$ cat src/rtl/sd_init_seq_pkg.sv
// ---------------------------------------------------------------------------
// sd_init_seq_pkg
// Shared SD SPI-mode constants: command indices, command arguments, expected
// R1 values, init error codes and the sequencer state/step encodings. The
// command constants are also used by sd_cmd_gen, so both blocks agree on them.
// ---------------------------------------------------------------------------
package sd_init_seq_pkg;

    // SD command indices
    localparam logic [5:0] CMD_GO_IDLE_STATE   = 6'd0;
    localparam logic [5:0] CMD_SEND_IF_COND    = 6'd8;
    localparam logic [5:0] CMD_SET_BLOCKLEN    = 6'd16;
    localparam logic [5:0] CMD_SD_SEND_OP_COND = 6'd41;
    localparam logic [5:0] CMD_APP_CMD         = 6'd55;

    // Command arguments: 2.7-3.6V with check pattern AA, HCS request,
    // 512-byte blocks
    localparam logic [31:0] ARG_NONE   = 32'h0000_0000;
    localparam logic [31:0] ARG_CMD8   = 32'h0000_01AA;
    localparam logic [31:0] ARG_ACMD41 = 32'h4000_0000;
    localparam logic [31:0] ARG_CMD16  = 32'h0000_0200;

    // R1 responses the sequence expects
    localparam logic [7:0] R1_IDLE  = 8'h01;
    localparam logic [7:0] R1_READY = 8'h00;

    // Error codes reported on err_code (0 means no error)
    localparam logic [2:0] ERR_NONE    = 3'd0;
    localparam logic [2:0] ERR_CMD0    = 3'd1;
    localparam logic [2:0] ERR_CMD8    = 3'd2;
    localparam logic [2:0] ERR_ACMD41  = 3'd3;
    localparam logic [2:0] ERR_CMD16   = 3'd4;
    localparam logic [2:0] ERR_TIMEOUT = 3'd5;
    localparam logic [2:0] ERR_CMD55   = 3'd6;

    typedef enum logic [2:0] {
        ST_IDLE,
        ST_PWRUP,
        ST_ISSUE,
        ST_WAIT,
        ST_EVAL,
        ST_DONE,
        ST_ERROR
    } state_t;

    typedef enum logic [2:0] {
        S_CMD0,
        S_CMD8,
        S_CMD55,
        S_ACMD41,
        S_CMD16
    } step_t;

    typedef struct packed {
        logic [5:0]  cmd;
        logic [31:0] arg;
        logic        ignore_count;
    } cmd_fields_t;

    // Command index, argument and R7-discard flag for one step of the sequence
    function automatic cmd_fields_t step_fields(input step_t step);
        cmd_fields_t f;
        f.cmd          = CMD_GO_IDLE_STATE;
        f.arg          = ARG_NONE;
        f.ignore_count = 1'b0;
        case (step)
            S_CMD0: begin
                f.cmd = CMD_GO_IDLE_STATE;
            end
            S_CMD8: begin
                f.cmd          = CMD_SEND_IF_COND;
                f.arg          = ARG_CMD8;
                f.ignore_count = 1'b1;
            end
            S_CMD55: begin
                f.cmd = CMD_APP_CMD;
            end
            S_ACMD41: begin
                f.cmd = CMD_SD_SEND_OP_COND;
                f.arg = ARG_ACMD41;
            end
            S_CMD16: begin
                f.cmd = CMD_SET_BLOCKLEN;
                f.arg = ARG_CMD16;
            end
            default: begin
                f.cmd = CMD_GO_IDLE_STATE;
            end
        endcase
        return f;
    endfunction

endpackage

$ cat src/rtl/sd_timer.sv
// ---------------------------------------------------------------------------
// sd_timer
// Loadable down-counter with a terminal flag. The same counter times the
// card power-up wait and the per-command watchdog.
// Ports:
//   clk, rst    - clock, synchronous active-high reset
//   load        - load load_value (has priority over enable)
//   load_value  - count to load
//   enable      - decrement by one per cycle, saturating at 0
//   expired     - high in the last counted cycle (count <= 1), so a value N
//                 loaded at an edge gives N enabled cycles before expiry acts
// ---------------------------------------------------------------------------
module sd_timer #(
    parameter int WIDTH = 24
) (
    input  logic             clk,
    input  logic             rst,
    input  logic             load,
    input  logic [WIDTH-1:0] load_value,
    input  logic             enable,
    output logic             expired
);

    logic [WIDTH-1:0] count;

    // Down-counter: load wins over decrement, and the count parks at zero.
    always_ff @(posedge clk) begin
        if (rst) begin
            count <= '0;
        end else if (load) begin
            count <= load_value;
        end else if (enable && (count != '0)) begin
            count <= count - 1'b1;
        end
    end

    // Expired once the count is 0 or 1, so the state acting on it leaves
    // exactly when the loaded number of cycles has elapsed.
    assign expired = (count[WIDTH-1:1] == '0);

endmodule

$ cat src/rtl/sd_init_seq.sv
// ---------------------------------------------------------------------------
// sd_init_seq
// SD-card SPI-mode initialisation sequencer. After start it waits for card
// power-up, then runs CMD0, CMD8, the CMD55/ACMD41 loop and CMD16 through the
// sd_cmd_gen cmd/arg/go handshake, checking every R1 byte.
// Ports:
//   clk, rst        - clock, synchronous active-high reset
//   start           - one-cycle (re)initialise request, ignored while busy
//   busy            - sequence in progress
//   init_done       - card ready, held until next start/rst
//   init_error      - sequence failed, held until next start/rst
//   err_code        - failure cause (1 CMD0, 2 CMD8, 3 ACMD41, 4 CMD16,
//                     5 timeout, 6 CMD55)
//   cmd, arg, go    - command launch towards sd_cmd_gen
//   ignore_count    - discard the 4 trailing R7 bytes (CMD8 only)
//   cmd_done        - command transaction complete
//   response        - R1 byte, valid while response_ready
// ---------------------------------------------------------------------------
module sd_init_seq
    import sd_init_seq_pkg::*;
#(
    parameter logic [15:0] POWERUP_CYCLES = 16'd1000,
    parameter logic [3:0]  CMD0_RETRIES   = 4'd8,
    parameter logic [15:0] ACMD41_RETRIES = 16'd1000,
    parameter logic [23:0] CMD_TIMEOUT    = 24'd200000
) (
    input  logic        clk,
    input  logic        rst,
    input  logic        start,
    output logic        busy,
    output logic        init_done,
    output logic        init_error,
    output logic [2:0]  err_code,
    output logic [5:0]  cmd,
    output logic [31:0] arg,
    output logic        go,
    output logic        ignore_count,
    input  logic        cmd_done,
    input  logic [7:0]  response,
    input  logic        response_ready
);

    state_t      state, next_state;
    step_t       step, next_step;
    logic [2:0]  next_err;
    logic [3:0]  cmd0_count;
    logic [15:0] pair_count;
    logic [7:0]  resp_q;
    logic        resp_seen;
    logic        start_accept;
    logic        timer_load;
    logic        timer_enable;
    logic        timer_expired;
    logic [23:0] timer_value;

    assign busy         = (state == ST_PWRUP) || (state == ST_ISSUE) ||
                          (state == ST_WAIT)  || (state == ST_EVAL);
    assign init_done    = (state == ST_DONE);
    assign init_error   = (state == ST_ERROR);
    assign start_accept = start && !busy;

    // The timer is reloaded with the power-up time on an accepted start and
    // with the watchdog limit whenever a command is launched, so the watchdog
    // runs from the go cycle itself.
    assign timer_load   = start_accept || (next_state == ST_ISSUE);
    assign timer_value  = start_accept ? {8'd0, POWERUP_CYCLES} : CMD_TIMEOUT;
    assign timer_enable = (state == ST_PWRUP) || (state == ST_ISSUE) ||
                          (state == ST_WAIT);

    sd_timer #(.WIDTH(24)) u_timer (
        .clk        (clk),
        .rst        (rst),
        .load       (timer_load),
        .load_value (timer_value),
        .enable     (timer_enable),
        .expired    (timer_expired)
    );

    // Next-state logic. EVAL decides the next step from the latched R1 byte;
    // retry limits compare against attempts already issued, so a limit of N
    // allows exactly N CMD0s or N CMD55/ACMD41 pairs.
    always_comb begin
        next_state = state;
        next_step  = step;
        next_err   = err_code;
        case (state)
            ST_IDLE, ST_DONE, ST_ERROR: begin
                if (start) next_state = ST_PWRUP;
            end
            ST_PWRUP: begin
                if (timer_expired) begin
                    next_state = ST_ISSUE;
                    next_step  = S_CMD0;
                end
            end
            ST_ISSUE: begin
                next_state = ST_WAIT;
            end
            ST_WAIT: begin
                if (cmd_done) begin
                    if (resp_seen || response_ready) begin
                        next_state = ST_EVAL;
                    end else begin
                        next_state = ST_ERROR;
                        next_err   = ERR_TIMEOUT;
                    end
                end else if (timer_expired) begin
                    next_state = ST_ERROR;
                    next_err   = ERR_TIMEOUT;
                end
            end
            ST_EVAL: begin
                next_state = ST_ISSUE;
                case (step)
                    S_CMD0: begin
                        if (resp_q == R1_IDLE) begin
                            next_step = S_CMD8;
                        end else if (cmd0_count >= CMD0_RETRIES) begin
                            next_state = ST_ERROR;
                            next_err   = ERR_CMD0;
                        end
                    end
                    S_CMD8: begin
                        if (resp_q == R1_IDLE) begin
                            next_step = S_CMD55;
                        end else begin
                            next_state = ST_ERROR;
                            next_err   = ERR_CMD8;
                        end
                    end
                    S_CMD55: begin
                        if ((resp_q == R1_IDLE) || (resp_q == R1_READY)) begin
                            next_step = S_ACMD41;
                        end else begin
                            next_state = ST_ERROR;
                            next_err   = ERR_CMD55;
                        end
                    end
                    S_ACMD41: begin
                        if (resp_q == R1_READY) begin
                            next_step = S_CMD16;
                        end else if ((resp_q == R1_IDLE) &&
                                     (pair_count < ACMD41_RETRIES)) begin
                            next_step = S_CMD55;
                        end else begin
                            next_state = ST_ERROR;
                            next_err   = ERR_ACMD41;
                        end
                    end
                    S_CMD16: begin
                        if (resp_q == R1_READY) begin
                            next_state = ST_DONE;
                        end else begin
                            next_state = ST_ERROR;
                            next_err   = ERR_CMD16;
                        end
                    end
                    default: begin
                        next_state = ST_IDLE;
                    end
                endcase
            end
            default: begin
                next_state = ST_IDLE;
            end
        endcase
    end

    // State, counters and registered outputs. Entering ISSUE is what launches
    // a command: go and the command fields are registered on that edge, so go
    // is high for the single ISSUE cycle and the fields stay put through WAIT.
    always_ff @(posedge clk) begin
        if (rst) begin
            state        <= ST_IDLE;
            step         <= S_CMD0;
            cmd0_count   <= '0;
            pair_count   <= '0;
            resp_q       <= '0;
            resp_seen    <= 1'b0;
            go           <= 1'b0;
            cmd          <= '0;
            arg          <= '0;
            ignore_count <= 1'b0;
            err_code     <= ERR_NONE;
        end else begin
            state <= next_state;
            step  <= next_step;
            go    <= (next_state == ST_ISSUE);

            if (next_state == ST_ISSUE) begin
                {cmd, arg, ignore_count} <= step_fields(next_step);
                resp_seen <= 1'b0;
                if (next_step == S_CMD0)   cmd0_count <= cmd0_count + 4'd1;
                if (next_step == S_ACMD41) pair_count <= pair_count + 16'd1;
            end

            if ((state == ST_WAIT) && response_ready) begin
                resp_q    <= response;
                resp_seen <= 1'b1;
            end

            if (start_accept) begin
                cmd0_count <= '0;
                pair_count <= '0;
                err_code   <= ERR_NONE;
            end else if (next_state == ST_ERROR) begin
                err_code <= next_err;
            end
        end
    end

endmodule

$ cat config.mk
export PLATFORM = sky130hd
export DESIGN_NAME = sd_init_seq
export DESIGN_NICKNAME = d
export VERILOG_FILES = /design/src/rtl/sd_init_seq_pkg.sv /design/src/rtl/sd_timer.sv /design/src/rtl/sd_init_seq.sv
export SDC_FILE = /design/constraint.sdc
export NUM_CORES = 1
export LEC_CHECK = 0
export ABC_AREA = 1
export CORE_MARGIN = 2
export CORE_UTILIZATION = 56
export CTS_CLUSTER_DIAMETER = 60
export DETAILED_ROUTE_END_ITERATION = 8
export HOLD_SLACK_MARGIN = 0.06
export PLACE_DENSITY = 0.89
export SYNTH_ARGS = -nofsm -noshare
export SYNTH_HDL_FRONTEND = slang
export SYNTH_SLANG_ARGS = --single-unit
$ cat constraint.sdc
create_clock -name clk -period 2.2 [get_ports clk]
set_input_delay 0.33 -clock clk [delete_from_list [all_inputs] [get_ports clk]]
set_output_delay 0.33 -clock clk [all_outputs]
set_load 0.05 [all_outputs]
After elaboration in Yosys (flattened, before gate mapping):

Index checks and enable logic that the tools add are counted.

* word-level logic and storage cells: 111
* output and inout bits: 46
* bits of input ports: 13
* flip-flop bits (word level): 102

* $add $sub $neg: 3
* eq/ne operators: 27
* order comparisons: 2
* reduce and logical (&&, ||, !) cells: 25
* multiplexer cells: 42

Operators by type and width (count)
* $pmux W31 S3: 1
* $mux W3: 26
* $mux W24: 2
* $pmux W3 S5: 3
* $ne A3 B3 Y1 const B: 9
* $pmux W6 S4: 1
* $reduce_bool A24 Y1: 1
* $sub A24 B1 Y24 const B: 1
* $logic_not A23 Y1: 1
* $eq A3 B2 Y1 const B: 7
* $eq A3 B3 Y1 const B: 6
* $mux W18: 1
* $add A16 B1 Y16 const B: 1
* $lt A16 B10 Y1 const B: 1
* $pmux W3 S2: 2
* $pmux W3 S4: 1
* $reduce_and A12 Y1: 1
* $eq A3 B1 Y1 const B: 3
* $logic_not A3 Y1: 3
* $eq A8 B1 Y1 const B: 1
* $logic_not A8 Y1: 1
* $logic_or A1 B1 Y1: 6
* $ne A6 B1 Y1 const B: 1
* $reduce_bool A2 Y1: 3
* other kinds (9): 16

Depth between registers and ports, before layout:

Gate-level depths: netlist of the first run.

* word-level depth: 9
* mapped depth: 16
* gate-level depth less buffers: 15

Hierarchy:

From an unflattened synthesis of the first run, not the netlist that was laid out.

* cell total of the unflattened synthesis: 720
* area total of the unflattened synthesis: 4857.2 sq um

By module, submodules not included
* sd_init_seq: instances 1, cells an instance 413, sequential area each 920.9 sq um, area each 2896.5 sq um
* sd_timer: instances 1, cells an instance 307, sequential area each 480.5 sq um, area each 1960.6 sq um

Worst setup path after synthesis of the first run:

OpenSTA, ideal clock, no wires.

* kind: register to register
* start: register state[0]
* end: register cmd0_count[0]
* path slack: 0.338 ns
* cell stages (with the launch flop): 11
* period minus slack after synthesis: 1.862 ns
* required time: 2.083 ns
* library setup time: 0.117 ns
* arrival: 1.745 ns
* buffers on the path: 2
* cells stage by stage: dfxtp_1 > nor2_2 > nand2_2 > inv_2 > or2_2 > nor2_1 > inv_1 > nand2_1 > buf_4 > buf_4 > nor2_1

* word-level cells in the longest chain between the ends: 7
* elaborated cells between the ends (all ways): 23
* those cells by class: eq/ne: 7; mux: 6; reduce/logical: 10

Ends and longest elaborated chain
* from (decl): line sd_init_seq.sv:43 `state_t state, next_state;`
* from (signal assigned): line sd_init_seq.sv:186 `state <= next_state;`
* $eq A3 B1 Y1 or $eq A3 B2 Y1 (tied branches): line sd_init_seq.sv:56 `assign busy = (state == ST_PWRUP) || (state == ST_ISSUE) ||`
* $logic_or A1 B1 Y1 (2 in a row): line sd_init_seq.sv:56
* $logic_or A1 B1 Y1 *: line sd_init_seq.sv:57 `(state == ST_WAIT) || (state == ST_EVAL);`
* named net busy: line sd_init_seq.sv:30 `output logic busy,`
* $logic_not A1 Y1 *: line sd_init_seq.sv:60 `assign start_accept = start && !busy;`
* $logic_and A1 B1 Y1 *: line sd_init_seq.sv:60
* $reduce_or A2 Y1 (no line) *
* to (signal assigned): line sd_init_seq.sv:193 `if (next_step == S_CMD0) cmd0_count <= cmd0_count + 4'd1;`
* to (decl): line sd_init_seq.sv:46 `logic [3:0] cmd0_count;`

The timed path passes the listed nets; every way through them passes the cells marked *.
A chain may end at the register's enable or synchronous reset.

Worst setup path in the final report of the first run:

* start: register resp_q[7]
* end: register pair_count[2]

* word-level cells in the longest chain between the ends: 8
* elaborated cells between the ends (all ways): 22
* those cells by class: eq/ne: 3; mux: 15; reduce/logical: 4

Ends and longest elaborated chain
* from (decl): line sd_init_seq.sv:48 `logic [7:0] resp_q;`
* from (signal assigned): line sd_init_seq.sv:198 `resp_q <= response;`
* $eq A8 B1 Y1
* $logic_and A1 B1 Y1: line sd_init_seq.sv:142 `end else if ((resp_q == R1_IDLE) &&`
* $mux W3: line sd_init_seq.sv:142
* $mux W3: line sd_init_seq.sv:140 `if (resp_q == R1_READY) begin`
* $pmux W3 S5 or $pmux W3 S4 (tied branches): line sd_init_seq.sv:114 `case (step)`
* $pmux W3 S5 or $pmux W3 S2 (tied branches): line sd_init_seq.sv:86 `case (state)`
* $eq A3 B2 Y1 (on tied branches): line sd_init_seq.sv:190, sd_init_seq.sv:194
* $reduce_and A2 Y1 (no line) *
* to (signal assigned): line sd_init_seq.sv:194 `if (next_step == S_ACMD41) pair_count <= pair_count + 16'd1;`
* to (decl): line sd_init_seq.sv:47 `logic [15:0] pair_count;`

Mark *: on every way between the ends. The rest lies on a longest branch, timed or not.

==> results of run 1 <==
==> what timing repair did <==
| action | in CTS | in global routing |
|---|---|---|
| setup endpoints to repair | 1 | 27 |
| setup buffers | 0 | 2 |
| gates resized for setup | 1 | 11 |
| hold endpoints to repair | 0 | 0 |
| gates cloned | 0 | 2 |
| pin swaps | 0 | 5 |
| hold buffers | 0 | 0 |
==> metrics by stage <==
stage | hold WS [ns] | power (µW) | setup TNS, ns
floorplan | 0.4405 | 4020 | 0
global placement | 0.4481 | 4659 | 0
detailed placement | 0.4562 | 4787 | 0
CTS | 0.4700 | 5899 | 0
global route | 0.4979 | 6429 | -0.02302
finish | 0.4713 | 6013 | 0
==> area by class of cell <==
class	count	area [µm²]
timing repair buffer	53	515.5
clock inverter	6	70.07
sequential	71	1424
clock buffer	10	137.6
tap	102	127.6
fill	663	2615
inverter	72	270.3
multi-input combinational	474	2487
==> layer usage <==
metal | part of all wire (%) | vias up
met2 | 51 | 155
met4 | 3.1 | 0
met1 | 39 | 1956
li1 | - | 2070
met3 | 6.5 | 40
met5 | 0 | -
==> worst max-delay path: stages, from the launching register on <==
cell and delay (ns):
dfxtp_1 0.30, inv_1 0.12, nand2_1 0.07, nor2_1 0.12
nand2_1 0.08, nand2_1 0.09, nand2_1 0.07, nor2_1 0.14
nand2_1 0.13, a21oi_4 0.24, nand2_4 0.15, nor2_4 0.15
buf_12 0.14, nand2_1 0.05, a21oi_1 0.14
==> cells in the final DEF, fill, tap and decap left out, drive strengths merged <==
cell             n
xnor2           12
a21oi           60
nor2            97
a31oi            1
clkbuf          10
nand4           21
xor2            24
o31ai            1
nor4             1
dlymetal6s2s     1
bufinv           1
clkdlybuf4s50   30
nand2          146
ha               4
dfxtp           71
conb            25
nor3b            1
clkinv           2
inv             72
o21ai           17
buf             22
nand3           42
o211ai           1
nand3b           2
or2              3
nor3            16
clkinvlp         3
==> sequential cells by signal (all words and copies together), names as in the netlist <==
register	cells
u_timer.count	24
ignore_count	1
cmd0_count	4
err_code	3
resp_q	8
step	3
go	1
cmd	4
resp_seen	1
pair_count	16
arg	3
state	3
==> worst paths after layout <==
path               startpoint          endpoint  slack (ns)  depth (start not counted)
min          u_timer.count[0]  u_timer.count[0]        0.47                          2
max                 resp_q[7]     pair_count[2]        0.12                         14
max reg2reg         resp_q[7]     pair_count[2]        0.12                         14
min reg2reg  u_timer.count[0]  u_timer.count[0]        0.47                          2
==> cells by family after synthesis <==
| family | after synthesis | synth area share, % |
|---|---|---|
| AOI/OAI and AO/OA | 80 | 10.44 |
| xor gates and xnor gates | 36 | 7.210 |
| adders and majority gates | 4 | 1.145 |
| buffers and inverters | 121 | 13.96 |
| DFF | 71 | 32.50 |
| other | 1 | 0.08575 |
| and+or+nand+nor | 327 | 34.65 |
==> power groups by stage <==
stage | clock (µW) | sequential, µW | combinational, µW
after floorplan | 0 | 1660 | 2360
final | 1100 | 1660 | 3250
after CTS | 1110 | 1660 | 3130
after global placement | 0 | 1670 | 2980
after global routing | 1160 | 1680 | 3590
after detailed placement | 0 | 1690 | 3100
==> out/qor.csv, run 1 <==
stage,metric,value,unit
pwr,ir_drop,611.1,µV
setup_path,critical_path_required,2.49,ns
route,via_count,4221,
placed_design,hpwl,7385,µm
grt,grt_pass1_vias,3961,
timing,hold_viol,0,
finish,layout.nets,698,
route,post-route-drc-count,0,
timing,max_freq,0.4801,GHz
grt,antenna_found_initial,0,
grt,gr-max-usage-layer,met2,
synthesis,synthTopCellsByCount,"nand2_1 (129), nor2_1 (80), dfxtp_1 (71)",
pwr,swShare,46.84,%
timing,maxSlewHeadroom,66.06,%
clocking,htreeDepth,3,
pwr,clock_power_share,18.4,%
grt,met2_usage,43.61,%
timing,worst_slack,0.1169,ns
synthesis,yosysTopAreaCellShare,32.50,%
pwr,p_comb_share,54.0,%
floorplanning,core,7647,µm²
synthesis,synth_area,4373,µm²
clocking,path_clk_slew,0.08,ns
synthesis,synth_area_per_cell,6.833,µm²
setup_path,crit_type,reg2reg,
route,finalWirelength,10550,µm
synthesis,synthTopCellsByArea,"dfxtp_1 (33%), nand2_1 (11%), nor2_1 (6.9%)",
clocking,cts-buffers-inserted,9,
synthesis,ys_warn_count,0,
setup_path,path_max_fanout,8,
timing,maxSlewViolCount,0,
worst_hold_path,min-delay-path-class,reg2reg,
clocking,clock-sinks,71,
synthesis,synth_seq_area_share,32.50,%
timing,fin_crit_sh,94.69,%
grt,grt_pass1_wl,17150,µm
grt,gr-total-overflow,0,
floorplanning,ioPinCount,59,
synthesis,ys_async_sr_fraction,0,%
outcome,status,completed,
synthesis,yosysMostFrequentCell,nand2_1,
clocking,cts-root-buf,clkbuf_8,
pwr,switchingPower,2817,µW
grt,grt_max_degree,30,
synthesis,synth-edff-count,0,
grt,grt_util_met3,5.045,%
finish,post-route-util,65.81,%
synthesis,post_synth_inst_count,640,
clocking,cts_tree,built,
route,routed_via_density,5.357,
timing,worst_slew_pin_slew,0.5074,ns
clocking,clkLatencyLatePin,0.36,ns
pwr,p_seq_share,27.6,%
finish,antenna-diode-count,0,
floorplanning,initial_core_util,57.18,%
finish,fin_area,5032,µm²
route,drt_iter0_drc,292,
synthesis,yosys_register_bits,71,
grt,grt_use_met1,28.73,%
placed_design,place_area,4736,µm²
timing,skew,0.009440,ns
synthesis,yosysTopAreaCell,dfxtp_1,
job,drv_cap,0,
synthesis,synth_ff_type,dfxtp_1,
timing,fin_crit,2.083,ns
setup_path,cp-end-kind,flip-flop,
clocking,clockBufferDepth,2,
route,ant_nets,0,
synthesis,synth.distinct_cells,37,
placed_design,pre_cts_slack,0.003080,ns
route,wl_per_cell,13.38,µm
finish,drive_gt1_share,15.60,%
placed_design,dpl.cell_count,768,
pwr,leakage,0.002171,µW
pwr,power_density,1195,nW/µm²
setup_path,arrival,2.37,ns
placed_design,io_buffers,33,
floorplanning,num_rows,32,
route,firstDrtPassIters,5,
floorplanning,die_h,92.37,µm
placed_design,routabilityCongestion,0.9026,
finish,instances_no_fill,788,
floorplanning,fp.dieW,92.37,µm
pwr,p_int,3196,µW
timing,finalSetupViolCount,0,
finish,area_growth,15.08,%
grt,track_usage,24.51,%
setup_path,start_kind,flip-flop,
floorplanning,dieArea,8531,µm²
Power figures use the tool's default switching activity.
==> run 2, diff against run 1 <==
Settings changed: GPL_TIMING_DRIVEN set to 0.
==> run 2 against run 1 <==
Net effect: total power decreased by 3.1%; die area unchanged; sequential power is essentially flat; clock power decreased by 7%; largest power group unchanged.
==> out/qor.csv, run 2 (synthesis gave the netlist of run 1 again) <==
stage,metric,value,unit,change
clocking,clkLatencyLatePin,0.36,ns,about the same
route,finalWirelength,10790,µm,+2.3%
placed_design,dpl.cell_count,799,,+4.0%
timing,maxSlewHeadroom,61.97,%,-4.1 points
timing,hold_viol,0,,unchanged
timing,fin_tns_setup,0,ns,unchanged
clocking,clock-sinks,71,,unchanged
job,drv_cap,0,,unchanged
route,drt_iter0_drc,279,,-4.5%
grt,grt_max_degree,13,,-57%
placed_design,hpwl,7801,µm,+5.6%
route,via_count,4328,,+2.5%
timing,max_freq,0.4778,GHz,-0.46%
grt,track_usage,25.10,%,+0.59 points
placed_design,io_buffers,33,,unchanged
finish,instances_no_fill,815,,+3.4%
timing,skew,0.01075,ns,+0.001310 ns
setup_path,crit_type,reg2reg,,
finish,post-route-util,67.82,%,+2.0 points
grt,gr-total-overflow,0,,unchanged
setup_path,cp-end-kind,flip-flop,,
timing,worst_slew_pin_slew,0.5652,ns,+0.05773 ns
finish,drive_gt1_share,18.51,%,+2.9 points
grt,antenna_found_initial,0,,unchanged
floorplanning,initial_core_util,57.18,%,unchanged
finish,layout.nets,726,,+4.0%
route,wl_per_cell,13.24,µm,-1.1%
setup_path,arrival,2.39,ns,+0.02 ns
floorplanning,num_rows,32,,unchanged
finish,layout_common_cells,"nand2_1 (128), nor2_1 (73), dfxtp_1 (68)",,
timing,finalSetupViolCount,0,,unchanged
route,post-route-drc-count,0,,unchanged
route,firstDrtPassIters,5,,unchanged
setup_path,path_max_fanout,10,,+2
pwr,total_power,5827,µW,-3.1%
pwr,leakage,0.002323,µW,+7.0%
placed_design,place_area,4921,µm²,+3.9%
finish,top_register,u_timer.count,,
outcome,status,completed,,
route,routed_via_density,5.310,,-0.86%
finish,reg_top3,"u_timer.count x24, pair_count x16, resp_q x8",,
floorplanning,fp.dieW,92.37,µm,unchanged
floorplanning,ioPinCount,59,,unchanged
grt,grt_pass1_wl,17390,µm,+1.4%
clocking,cts_hold_buf,0,,unchanged
pwr,ir_drop,583.4,µV,-4.5%
clocking,htreeDepth,3,,unchanged
clocking,cts-buffers-inserted,9,,unchanged
setup_path,start_kind,flip-flop,,
worst_hold_path,min-delay-path-class,reg2reg,,
finish,largest_register_ffs,24,,unchanged
finish,fin_area,5186,µm²,+3.1%
route,ant_nets,0,,unchanged
finish,antenna-diode-count,0,,unchanged
finish,final_common_cell,nand2_1,,
floorplanning,die_h,92.37,µm,unchanged
finish,area_growth,18.60,%,
pwr,power_density,1124,nW/µm²,-6.0%
placed_design,routabilityCongestion,0.9308,,+3.1%
clocking,cts_tree,built,,
clocking,cts-root-buf,clkbuf_8,,
floorplanning,dieArea,8531,µm²,unchanged
setup_path,critical_path_required,2.49,ns,about the same
floorplanning,core,7647,µm²,unchanged
timing,maxSlewViolCount,0,,unchanged
timing,fin_crit_sh,95.13,%,+0.44 points
clocking,path_clk_slew,0.08,ns,about the same
grt,grt_pass1_vias,4033,,+1.8%
clocking,clockBufferDepth,2,,unchanged
timing,fin_crit,2.093,ns,+0.009692 ns
-- run 2: per-stage QoR --
| stage | setup slack [ns] | hold slack, ns |
|---|---|---|
| 2_1_floorplan | 0.3376 | 0.4405 |
| 3_3_place_gp | -0.01984 | 0.4495 |
| 3_5_place_dp | -0.02208 | 0.4576 |
| 4_1_cts | -0.003924 | 0.4681 |
| 5_1_grt | -0.05911 | 0.4905 |
| 6_report | 0.1072 | 0.4713 |
-- run 2: routing by layer --
metal | vias to the layer above | GRT usage [%] | part of all wire, %
li1 | 2127 | - | -
met1 | 1999 | 28.78 | 39
met2 | 163 | 43.31 | 52
met3 | 39 | 6.753 | 6.2
met4 | 0 | 11.82 | 2.7
met5 | - | 0 | 0
-- run 2: critical path, cell delays in order (launching register included) --
cell	delay [ns]
dfxtp_1	0.32
nor2_2	0.21
nand3_1	0.15
nor2_2	0.20
nor2_1	0.07
nand2_1	0.10
nand2_1	0.12
a21oi_2	0.22
nand2_4	0.14
nor2_8	0.17
buf_12	0.16
nand2_2	0.06
a21oi_2	0.13
-- run 2: final cells by class --
type,instances,area [µm²]
buffer,49,349.1
clock buffer,10,127.6
clock inverter,5,60.06
fill,648,2461
inverter,72,270.3
multi-input combinational,472,2492
sequential,71,1425
tap,102,127.6
timing repair buffer,34,334.1
-- run 2: path summary, 6_finish.rpt --
path,start,endpoint,slack [ns],cells past startpoint
min reg2reg,cmd0_count[3],cmd0_count[3],0.47,2
max,resp_q[2],pair_count[5],0.11,12
min,cmd0_count[3],cmd0_count[3],0.47,2
max reg2reg,resp_q[2],pair_count[5],0.11,12
-- run 2: power breakdown --
group / switching (µW) / total (µW) / leakage, µW / internal (µW)
sequential: 188 / 1660 / 0.000576 / 1480
clock: 499 / 1020 / 0.0000923 / 519
combinational: 2100 / 3140 / 0.00165 / 1040
total: 2790 / 5830 / 0.00232 / 3040
-- run 2: repair_timing --
action	in CTS	in global routing
endpoints found under the hold margin	0	0
pin swaps	0	5
endpoints found under the setup margin	8	47
setup buffers	0	1
gates resized for setup	3	26
==> run 3, diff against run 2 <==
Settings changed: REMOVE_ABC_BUFFERS set to 1.
==> run 3 against run 2 <==
Net effect: clock-buffer cell count up 1; clock power rose by 17%; final cell count down 2.2%; design area grew 0.80%; combinational power grew 21%; global-route usage grew 0.061 points; wire length grew 10%; sequential power barely moved; clock skew rose by 0.0042 ns; fmax down 3.8%; register-to-register slack lost 0.08 ns; non-clock buffer count down 24; largest cell class unchanged.
==> out/qor.csv, run 3 (synthesis gave the netlist of run 1 again) <==
stage,metric,value,unit,change
clocking,clockBufferDepth,2,,unchanged
timing,maxSlewHeadroom,55.75,%,-6.2 points
setup_path,r2r_end,u_timer.count[16],,
setup_path,critPathMaxStageDelay,0.36,ns,+0.04 ns
clocking,clkLatencyLatePin,0.36,ns,about the same
setup_path,start_kind,flip-flop,,
grt,antenna_found_initial,0,,unchanged
timing,skew,0.01499,ns,+0.004235 ns
setup_path,arrival,2.47,ns,+0.08 ns
route,firstDrtPassIters,5,,unchanged
pwr,leakage,0.002246,µW,-3.3%
clocking,cts_tree,built,,
route,drt_iter0_drc,347,,+24%
clocking,cts_hold_buf,0,,unchanged
setup_path,reg2reg_from,u_timer.count[16],,
finish,area_growth,19.54,%,
grt,grt_max_degree,37,,+24
floorplanning,num_rows,32,,unchanged
clocking,cts-root-buf,clkbuf_8,,
timing,fin_crit,2.176,ns,+0.08333 ns
finish,layout.nets,707,,-2.6%
worst_hold_path,min_to,arg[30],,
clocking,clock-sinks,71,,unchanged
floorplanning,die_h,92.37,µm,unchanged
finish,antenna-diode-count,0,,unchanged
setup_path,critical_path_required,2.49,ns,about the same
floorplanning,fp.dieW,92.37,µm,unchanged
pwr,power_density,1274,nW/µm²,+13%
route,post-route-drc-count,0,,unchanged
placed_design,hpwl,7005,µm,-10%
route,ant_nets,0,,unchanged
setup_path,cp-end-kind,flip-flop,,
finish,reg_top3,"u_timer.count x24, pair_count x16, resp_q x8",,
route,wl_per_cell,14.90,µm,+13%
route,routed_via_density,5.580,,+5.1%
floorplanning,ioPinCount,59,,unchanged
worst_hold_path,hold_start,arg[30],,
finish,final_common_cell,nand2_1,,
placed_design,pre_cts_slack,-1.446,ns,-1.424 ns
clocking,path_clk_slew,0.08,ns,about the same
setup_path,crit_path_frequent_cell,nor2_1,,
floorplanning,initial_core_util,57.18,%,unchanged
outcome,status,completed,,
grt,gr-total-overflow,0,,unchanged
setup_path,path_depth,9,,-3
clocking,cts-buffers-inserted,9,,unchanged
worst_hold_path,min_delay_path_depth,2,,unchanged
setup_path,rr_worst_depth,9,,-3
timing,fin_tns_setup,0,ns,unchanged
pwr,total_power,6660,µW,+14%
timing,hold_viol,0,,unchanged
finish,top_register,u_timer.count,,
job,drv_cap,0,,unchanged
grt,grt_pass1_wl,17620,µm,+1.3%
setup_path,cpMaxStageDelayCell,nor3b_1,,
grt,grt_pass1_vias,4023,,-0.25%
finish,drive_gt1_share,18.71,%,+0.19 points
route,finalWirelength,11870,µm,+10%
setup_path,crit_type,reg2reg,,
grt,track_usage,25.16,%,+0.061 points
finish,largest_register_ffs,24,,unchanged
worst_hold_path,min-delay-path-class,reg2reg,,
pwr,ir_drop,483.2,µV,-17%
floorplanning,dieArea,8531,µm²,unchanged
placed_design,routabilityCongestion,0.9082,,-2.4%
timing,worst_slew_pin_slew,0.6638,ns,+0.09859 ns
clocking,htreeDepth,3,,unchanged
finish,layout_common_cells,"nand2_1 (124), nor2_1 (71), dfxtp_1 (70)",,
timing,finalSetupViolCount,0,,unchanged
timing,max_freq,0.4595,GHz,-3.8%
placed_design,io_buffers,33,,unchanged
setup_path,path_max_fanout,6,,-4
route,via_count,4447,,+2.7%
setup_path,r2r_slack,0.02,ns,-0.08 ns
timing,fin_crit_sh,98.91,%,+3.8 points
setup_path,critPathTopFamily,simple AND/OR/NAND/NOR gates,,
setup_path,path_cells,nor2_1 > nor3b_1 > nand4_1 > nand2_4 > clkinvlp_4 > buf_4 > o31ai_1 > nor2_1 > nor2_1,,
timing,worst_slack,0.02390,ns,-0.08333 ns
floorplanning,core,7647,µm²,unchanged
timing,maxSlewViolCount,0,,unchanged
setup_path,crit_buf_inv,2,,+1
run 3: cell count changes in the layout (fill, tap and decap cells not counted), moves of 3 or more:
cell,change
clkinvlp_4,+3
nand2_8,+3
buf_2,-4
nand2_2,+3
buf_4,-11
clkbuf_1,-5
nor2_4,+5
nand2_1,-4
run 3: what timing repair did:
item | CTS | global route
buffers inserted | 9 | 17
endpoints found under the setup margin | 54 | 55
cloned | 2 | 3
gates resized for setup | 23 | 25
hold endpoints to repair | 0 | 0
pin swaps | 2 | 9
run 3: worst min-delay path, delay by kind of cell (launching register included):
family           cells  cell delay, ns
AO/OA/AOI/OAI        1            0.06
AND/OR/NAND/NOR      1            0.06
flip-flops           1            0.31
run 3: worst max path at each step:
| stage | from | to | slack (ns) |
|---|---|---|---|
| floorplan | state[0] | u_timer.count[23] | -0.37 |
| global placement | rst | u_timer.count[23] | -1.35 |
| detailed placement | rst | u_timer.count[23] | -1.45 |
| CTS | u_timer.count[13] | pair_count[12] | 0.001 |
| global route | u_timer.count[13] | cmd0_count[3] | -0.07 |
| finish | u_timer.count[16] | u_timer.count[16] | 0.02 |
run 3: per-stage QoR:
step           util [%]  hold WS (ns)  area, µm²  instances
2_1_floorplan         -        0.3991       4123        615
3_3_place_gp      59.90        0.4472       4581        750
3_5_place_dp      59.90        0.4577       4581        750
4_1_cts           64.99        0.4697       4970        777
5_1_grt           68.36        0.4925       5228        797
6_report          68.36        0.4673       5228        797
run 3: routing by layer:
layer / track usage (%) / up-vias / part of all wire (%)
met5: 0 / - / 0
met4: 8.831 / 0 / 3.2
li1: - / 2093 / -
met2: 46.05 / 231 / 50
met1: 28.92 / 2079 / 40
met3: 5.126 / 44 / 6.8
run 3: where the power goes:
group | total [µW] | switching (µW) | internal [µW]
combinational | 3790 | 2440 | 1350
sequential | 1680 | 204 | 1480
clock | 1190 | 517 | 670
total | 6660 | 3160 | 3500
run 3: cell type report:
type | instances | area (µm²)
multi-input cells | 476 | 2615
fillers | 594 | 2420
flip-flops and latches | 71 | 1423
repair buffers | 59 | 554.3
inverters | 72 | 277.8
clock buffers | 11 | 141.4
well taps | 102 | 127.6
clock inverters | 5 | 81.33
repair inverters | 1 | 7.507
